### src/rtl/sigmoid_pwl_if.sv
// Sample/result bus for the piecewise-linear sigmoid stage.
// Handshake: valid-only with no backpressure. A sender asserts in_valid for
// exactly the cycles in which 'in' holds a sample. The stage asserts out_valid
// for one cycle per accepted sample, in input order. 'out' holds its value
// while out_valid is low.
interface sigmoid_pwl_if #(
    parameter int DW = 16
);
    logic          in_valid;
    logic [DW-1:0] in;
    logic          out_valid;
    logic [DW-1:0] out;

    // Producer of samples and consumer of results.
    modport master (
        output in_valid,
        output in,
        input  out_valid,
        input  out
    );

    // The sigmoid stage itself.
    modport slave (
        input  in_valid,
        input  in,
        output out_valid,
        output out
    );
endinterface

### src/rtl/sigmoid_pwl.sv
// Fixed-point logistic sigmoid using the PLAN piecewise-linear approximation.
// The input is a signed Q4.12 sample, and the result is Q4.12 in 0..4096.
// The datapath uses only shifts and adds.
// Optional macro SIGMOID_PIPE_EN inserts a register between abs/region select
// and the add/sign stage. Latency goes from 1 to 2 cycles, and the numerical
// results do not change.
module sigmoid_pwl #(
    parameter int DW   = 16,
    parameter int FRAC = 12
) (
    input  logic           clk,
    input  logic           rst,
    sigmoid_pwl_if.slave   bus
);
    localparam int W = DW + 1;
    typedef logic [W-1:0] ext_t;

    // Region encoding on a = |x|; a boundary value belongs to the upper region.
    typedef enum logic [1:0] {
        R_LO  = 2'd0,   // a < 1.0         slope 1/4
        R_ONE = 2'd1,   // 1.0 <= a < 2.375 slope 1/8
        R_MID = 2'd2,   // 2.375 <= a < 5.0 slope 1/32
        R_SAT = 2'd3    // a >= 5.0         flat at 1.0
    } region_t;

    localparam ext_t ONE    = ext_t'(1 << FRAC);
    localparam ext_t T_ONE  = ext_t'(1 << FRAC);              // 1.0
    localparam ext_t T_MID  = ext_t'(19 << (FRAC - 3));       // 2.375
    localparam ext_t T_SAT  = ext_t'(5 << FRAC);              // 5.0
    localparam ext_t OFF_LO = ext_t'(1 << (FRAC - 1));        // 0.5
    localparam ext_t OFF_ON = ext_t'(5 << (FRAC - 3));        // 0.625
    localparam ext_t OFF_MI = ext_t'(27 << (FRAC - 5));       // 0.84375
    localparam ext_t A_MAX  = ext_t'((1 << (DW - 1)) - 1);

    // Front end: sign extension, magnitude, saturation and region select.
    logic signed [W-1:0] x_ext;
    ext_t                a_raw;
    ext_t                a_sat;
    region_t             region;
    logic                neg;

    assign x_ext = {bus.in[DW-1], bus.in};
    assign neg   = bus.in[DW-1];
    // -(-32768) = 32768 fits in DW+1 bits and is then saturated to 32767.
    assign a_raw = neg ? ext_t'(-x_ext) : ext_t'(x_ext);
    assign a_sat = (a_raw > A_MAX) ? A_MAX : a_raw;

    // Pick the segment; the comparisons use >= so boundaries go to the upper segment.
    always_comb begin
        region = R_LO;
        if (a_sat >= T_SAT) begin
            region = R_SAT;
        end else if (a_sat >= T_MID) begin
            region = R_MID;
        end else if (a_sat >= T_ONE) begin
            region = R_ONE;
        end
    end

    // Operands that feed the add/sign stage (registered or direct).
    logic    c_valid;
    ext_t    c_a;
    region_t c_region;
    logic    c_neg;

`ifdef SIGMOID_PIPE_EN
    logic    s1_valid;
    ext_t    s1_a;
    region_t s1_region;
    logic    s1_neg;

    // Mid-pipe register: holds magnitude, region and sign for the second stage.
    always_ff @(posedge clk) begin
        if (!rst) begin
            s1_valid  <= 1'b0;
            s1_a      <= '0;
            s1_region <= R_LO;
            s1_neg    <= 1'b0;
        end else begin
            s1_valid  <= bus.in_valid;
            s1_a      <= a_sat;
            s1_region <= region;
            s1_neg    <= neg;
        end
    end

    assign c_valid  = s1_valid;
    assign c_a      = s1_a;
    assign c_region = s1_region;
    assign c_neg    = s1_neg;
`else
    assign c_valid  = bus.in_valid;
    assign c_a      = a_sat;
    assign c_region = region;
    assign c_neg    = neg;
`endif

    // Back end: segment value p, sign reflection about 0.5, and the range clamp.
    ext_t                p;
    logic signed [W-1:0] y_s;
    ext_t                y;

    always_comb begin
        p   = ONE;
        y_s = '0;
        y   = '0;
        unique case (c_region)
            R_SAT: p = ONE;
            R_MID: p = (c_a >> 5) + OFF_MI;
            R_ONE: p = (c_a >> 3) + OFF_ON;
            R_LO:  p = (c_a >> 2) + OFF_LO;
            default: p = ONE;
        endcase
        // A negative x gives sigmoid(-a) = 1 - sigmoid(a).
        y_s = c_neg ? ($signed(ONE) - $signed(p)) : $signed(p);
        // This clamp only guards the result range; valid inputs never reach it.
        if (y_s < 0) begin
            y = '0;
        end else if (y_s > $signed(ONE)) begin
            y = ONE;
        end else begin
            y = ext_t'(y_s);
        end
    end

    logic          out_valid_q;
    logic [DW-1:0] out_q;

    // Output register: a one-cycle valid pulse per sample; the data holds between samples.
    always_ff @(posedge clk) begin
        if (!rst) begin
            out_valid_q <= 1'b0;
            out_q       <= '0;
        end else begin
            out_valid_q <= c_valid;
            if (c_valid) begin
                out_q <= y[DW-1:0];
            end
        end
    end

    assign bus.out_valid = out_valid_q;
    assign bus.out       = out_q;
endmodule

### src/flat_wrapper.sv
// flat-port wrapper written by rule: the top's interface ports become plain ports
module sigmoid_pwl_flat 
#(
    parameter int DW   = 16,
    parameter int FRAC = 12
)
  (clk, rst, bus_in_valid, bus_in, bus_out_valid, bus_out);
  sigmoid_pwl_if #(.DW(DW)) bus_i ();
  input  logic clk;
  input  logic rst;
  input wire logic [$bits(bus_i.in_valid)-1:0] bus_in_valid;
  input wire logic [$bits(bus_i.in)-1:0] bus_in;
  output wire logic [$bits(bus_i.out_valid)-1:0] bus_out_valid;
  output wire logic [$bits(bus_i.out)-1:0] bus_out;
  assign bus_i.in_valid = bus_in_valid;
  assign bus_i.in = bus_in;
  assign bus_out_valid = bus_i.out_valid;
  assign bus_out = bus_i.out;
  sigmoid_pwl #(.DW(DW), .FRAC(FRAC)) u_core (.clk(clk), .rst(rst), .bus(bus_i));
endmodule
### config.mk
export PLATFORM = sky130hd
export DESIGN_NAME = sigmoid_pwl_flat
export DESIGN_NICKNAME = d
export VERILOG_FILES = /design/src/rtl/sigmoid_pwl_if.sv /design/src/rtl/sigmoid_pwl.sv /design/src/flat_wrapper.sv
export SDC_FILE = /design/constraint.sdc
export NUM_CORES = 1
export LEC_CHECK = 0
export ABC_AREA = 1
export CAP_MARGIN = 20
export CORE_UTILIZATION = 50
export CTS_CLUSTER_SIZE = 12
export DETAILED_ROUTE_END_ITERATION = 12
export HOLD_SLACK_MARGIN = 0.03
export PLACE_DENSITY = 0.9
export SYNTH_ARGS = -nofsm -noshare
export SYNTH_HDL_FRONTEND = slang
export SYNTH_SLANG_ARGS = --single-unit
### constraint.sdc
create_clock -name clk -period 4.8 [get_ports clk]
set_input_delay 1.44 -clock clk [delete_from_list [all_inputs] [get_ports clk]]
set_output_delay 1.44 -clock clk [all_outputs]
set_load 0.05 [all_outputs]
==> results.toml, run 1 <==
[cts]
hold_buffers = 0
cts_sinks = 17
htree_levels = 1
root_buffer = "clkbuf_8"
cts_inserted_buffers = 3
clockBufferDepth = 2

[sta]
grt-worst-endpoint = "u_core.bus.out[9]$_SDFFE_PN0P_/D"
worst-ep-kind = "register input"

[status]
lastStage = "global routing"
status = "stopped before the end"
error = "[ERROR GRT-0232] Routing congestion too high. Check the congestion heatmap in the GUI."

[place]
dp_cells = 606
portBuffers = 35
dp_hpwl_um = 5993
place_area_um2 = 3418
place.gp.congestion = 0.9302

[floorplanning]
num_rows = 24
die_w_um = 71.01
ios = 36
initial_core_util_pct = 53.22
fp.dieH_um = 71.01

[global_route]
track_usage_pct = 76.43
overflow = 3
grt_max_degree = 20

[synthesis]
avgSynthCellArea_um2 = 5.424
postSynthCellCount = 439
netlist_area_um2 = 2381
ys_seq_area_share_pct = 14.29
ys_ff_latch = 17
yosysUniqueCellTypes = 29
yosys_warnings = 0
synth_nets = 468
stage by stage:
stage	utilization, %	worst slack [ns]
3_3_place_gp	76.40	-0.6140
4_1_cts	87.02	0.005723
2_1_floorplan	-	0.02425
3_5_place_dp	76.40	-0.8933
metal layers:
metal / overflow / GRT usage, %
met5: 0 / 26.26
met4: 2 / 76.00
met3: 0 / 63.39
met2: 1 / 93.06
met1: 0 / 75.35
cell usage after synthesis (all sizes together):
cell type | n | share of area [%]
a21oi | 14 | 3.1
buf | 11 | 3.8
clkbuf | 3 | 0.47
dfxtp | 17 | 14
ha | 10 | 5.3
inv | 57 | 9.0
nand2 | 151 | 24
nand3 | 86 | 21
nand3b | 1 | 0.32
nand4 | 1 | 0.26
nor2 | 70 | 13
nor3 | 1 | 0.68
o211ai | 1 | 0.32
o21ai | 8 | 1.8
o21bai | 2 | 0.63
or2 | 3 | 0.79
xnor2 | 1 | 0.37
xor2 | 2 | 0.74
repair_timing:
action | in CTS
pin swaps | 39
setup buffers | 29
cloned | 1
endpoints found under the setup margin | 13
resized for setup | 84
logic make-up after synthesis:
| kind of cell | count (synthesis) | share of synthesized area (%) |
|---|---|---|
| and+or+nand+nor | 313 | 60.22 |
| buffers and inverters | 71 | 13.24 |
| AOI/OAI and AO/OA | 25 | 5.885 |
| DFF | 17 | 14.29 |
| adders and majority gates | 10 | 5.255 |
| xor gates and xnor gates | 3 | 1.104 |
==> run 2: changes to the inputs <==
- CORE_UTILIZATION: 50 -> 40
- CTS_CLUSTER_SIZE: 12 -> not set
- HOLD_SLACK_MARGIN: 0.03 -> not set
- PLACE_DENSITY: 0.9 -> not set
- PLACE_DENSITY_LB_ADDON: not set -> 0.15
- clock period: 4.8 -> 6.2 ns (I/O delays scaled with it)
==> results.toml, run 2 <==
[sta]
fin_crit_sh_pct = 92.89
hold_viol = 0
fin_skew_ns = 0
drv_slew = 0
max_freq_mhz = 173.6
tns_ns = 0
setup_slack_ns = 0.4407
tightest_slew_ns = 0.8251
timing.hold.ws_ns = 0.4312
relSlewSlack_pct = 44.79
final.min_clock_period_ns = 5.759
finalSetupViolCount = 0

[worst_setup_path]
cp_slowest_cell = "clkdlybuf4s50_1"
path_class = "in -> reg"
path_common_cell = "nand2_1"
slowest_delay_ns = 0.46
crit_required_ns = 6.40
cp-end-kind = "flop"
worst-endpoint-arrival_ns = 5.96
critPathLaunchType = "primary input"
worstRegToRegCells = 2
r2r_slack_ns = 5.61
cp_max_fo = 7

[drt]
vias_per_cell = 4.938
avgRoutedWirePerCell_um = 11.11
routed-via-count = 2726
dr.first_iter.drc_count = 119
wl_um = 6130
ant_nets = 0
drc_errors = 0
drt-pass1-iter-count = 4

[cts]
cts_tree = "built"
root_buffer = "clkbuf_8"
cts_sinks = 17
cts_inserted_buffers = 3
clockBufferDepth = 2
htree_levels = 1
clk_transition_reported_paths_ns = 0.06
worstSkewPairLatency_ns = 0.25

[layout]
post-route-util_pct = 52.14
syn2layout_area_growth_pct = 22.81
drive_gt1_share_pct = 12.50
final_common_cell = "nand2_1"
seq_area_um2 = 340.3
fillers = 611
largest_reg_flops = 16
nets = 510
diodes = 0
final_cell_mix = "nand2_1 (145), nand3_1 (77), inv_1 (54)"
multi_input_area_um2 = 1762

[place]
dp_worst_setup_slack_ns = 0.08790
dp_hpwl_um = 4759
place.gp.congestion = 0.8498
portBuffers = 35

[synthesis]
ys_top_cells_by_area = "nand2_1 (23%), nand3_1 (16%), dfxtp_1 (14%)"
yosys.area.top_type = "nand2_1"
yosys_warnings = 0
synth-edff-count = 0
ys_ff_latch = 17
ys_seq_area_share_pct = 14.29
synth_nets = 468
avgSynthCellArea_um2 = 5.424
netlist_area_um2 = 2381
synthArstFlopShare_pct = 0
synth.top_cell.area_share_pct = 23.17
postSynthCellCount = 439
yosysMostFrequentCell = "nand2_1"
synth_common_cells = "nand2_1 (147), nand3_1 (77), inv_1 (55), nor2_1 (54), dfxtp_1 (17)"
yosysUniqueCellTypes = 29
synthFlopType = "dfxtp_1"

[global_route]
grt_max_degree = 27
grt_antenna_before_repair = 0
grt_pass1_vias = 2462
track_usage_pct = 20.31
grt_pass1_wl_um = 10520
overflow = 0

[min_path]
hp-class = "reg -> reg"
holdPathStages = 2

[power_and_ir_drop]
sw_frac_of_total_pct = 46.92
p_per_area_nw_per_um2 = 175.0
p_int_mw = 0.2717
p_comb_share_pct = 59.7
clock_power_share_pct = 16.4
p_leak_nw = 1.606
p_seq_share_pct = 23.9
power.switching_mw = 0.2401
peakVddDrop_mv = 0.1291

[floorplanning]
ios = 36
die_w_um = 79.15
num_rows = 27
coreArea_um2 = 5608
fp.dieH_um = 79.15
dieArea_um2 = 6265
initial_core_util_pct = 42.46

[status]
status = "completed"

[run]
drv_cap = 0
==> run 2: cell counts after synthesis <==
Identical to the previous run, type by type.
==> run 2: final cells by class <==
class / instances / area share, %
clock buffer: 4 / 1.540
multi-input combinational: 352 / 60.25
inverter: 57 / 7.317
timing repair buffer: 50 / 16.17
tap: 72 / 3.081
sequential: 17 / 11.64
==> run 2: cell families after synthesis <==
kind of cell | count (synthesis) | share of synthesized area [%]
AO/OA/AOI/OAI | 25 | 5.885
XOR/XNOR | 3 | 1.104
adder cells (fa/ha/maj) | 10 | 5.255
buffers and inverters | 71 | 13.24
flip-flops | 17 | 14.29
AND/OR/NAND/NOR | 313 | 60.22
==> run 2: what timing repair did <==
item	CTS	global route
setup buffers	0	4
gates resized for setup	0	12
setup endpoints to repair	0	12
hold buffers	0	0
==> run 2: path summary, 6_finish.rpt <==
kind,start,end
max,bus_in[1],u_core.bus.out[8]
min,u_core.bus.out[15],u_core.bus.out[15]
max reg2reg,u_core.bus.out[12],u_core.bus.out[12]
min reg2reg,u_core.bus.out[15],u_core.bus.out[15]
==> run 2: stage by stage <==
stage	std cells	total power, mW	area (um^2)
2_1_floorplan	439	0.3498	2381
3_3_place_gp	543	0.4173	2803
3_5_place_dp	543	0.4176	2803
4_1_cts	547	0.5026	2848
5_1_grt	552	0.5583	2924
6_report	552	0.5118	2924
==> run 2: power groups by stage <==
stage	clock, mW	combinational, mW	sequential (mW)
floorplan	0	0.195	0.155
global placement	0	0.293	0.124
detailed placement	0	0.293	0.125
CTS	0.0857	0.294	0.123
global route	0.0900	0.345	0.123
finish	0.0838	0.306	0.122
==> run 2: worst max-delay path, delay by kind of cell <==
kind,cells,cell delay [ns]
compound gates,3,0.41
buf+inv,4,0.74
simple gates,23,2.57
fa+ha+maj,2,0.38
==> run 2: layer usage <==
metal / up-vias / wire length, um / GRT usage [%]
li1: 1456 / - / -
met2: 59 / 2646 / 34.14
met3: 4 / 265 / 2.759
met1: 1207 / 3198 / 28.42
met5: - / 0 / 0
met4: 0 / 19 / 1.636
No activity file was read; power rests on OpenSTA's default activity.
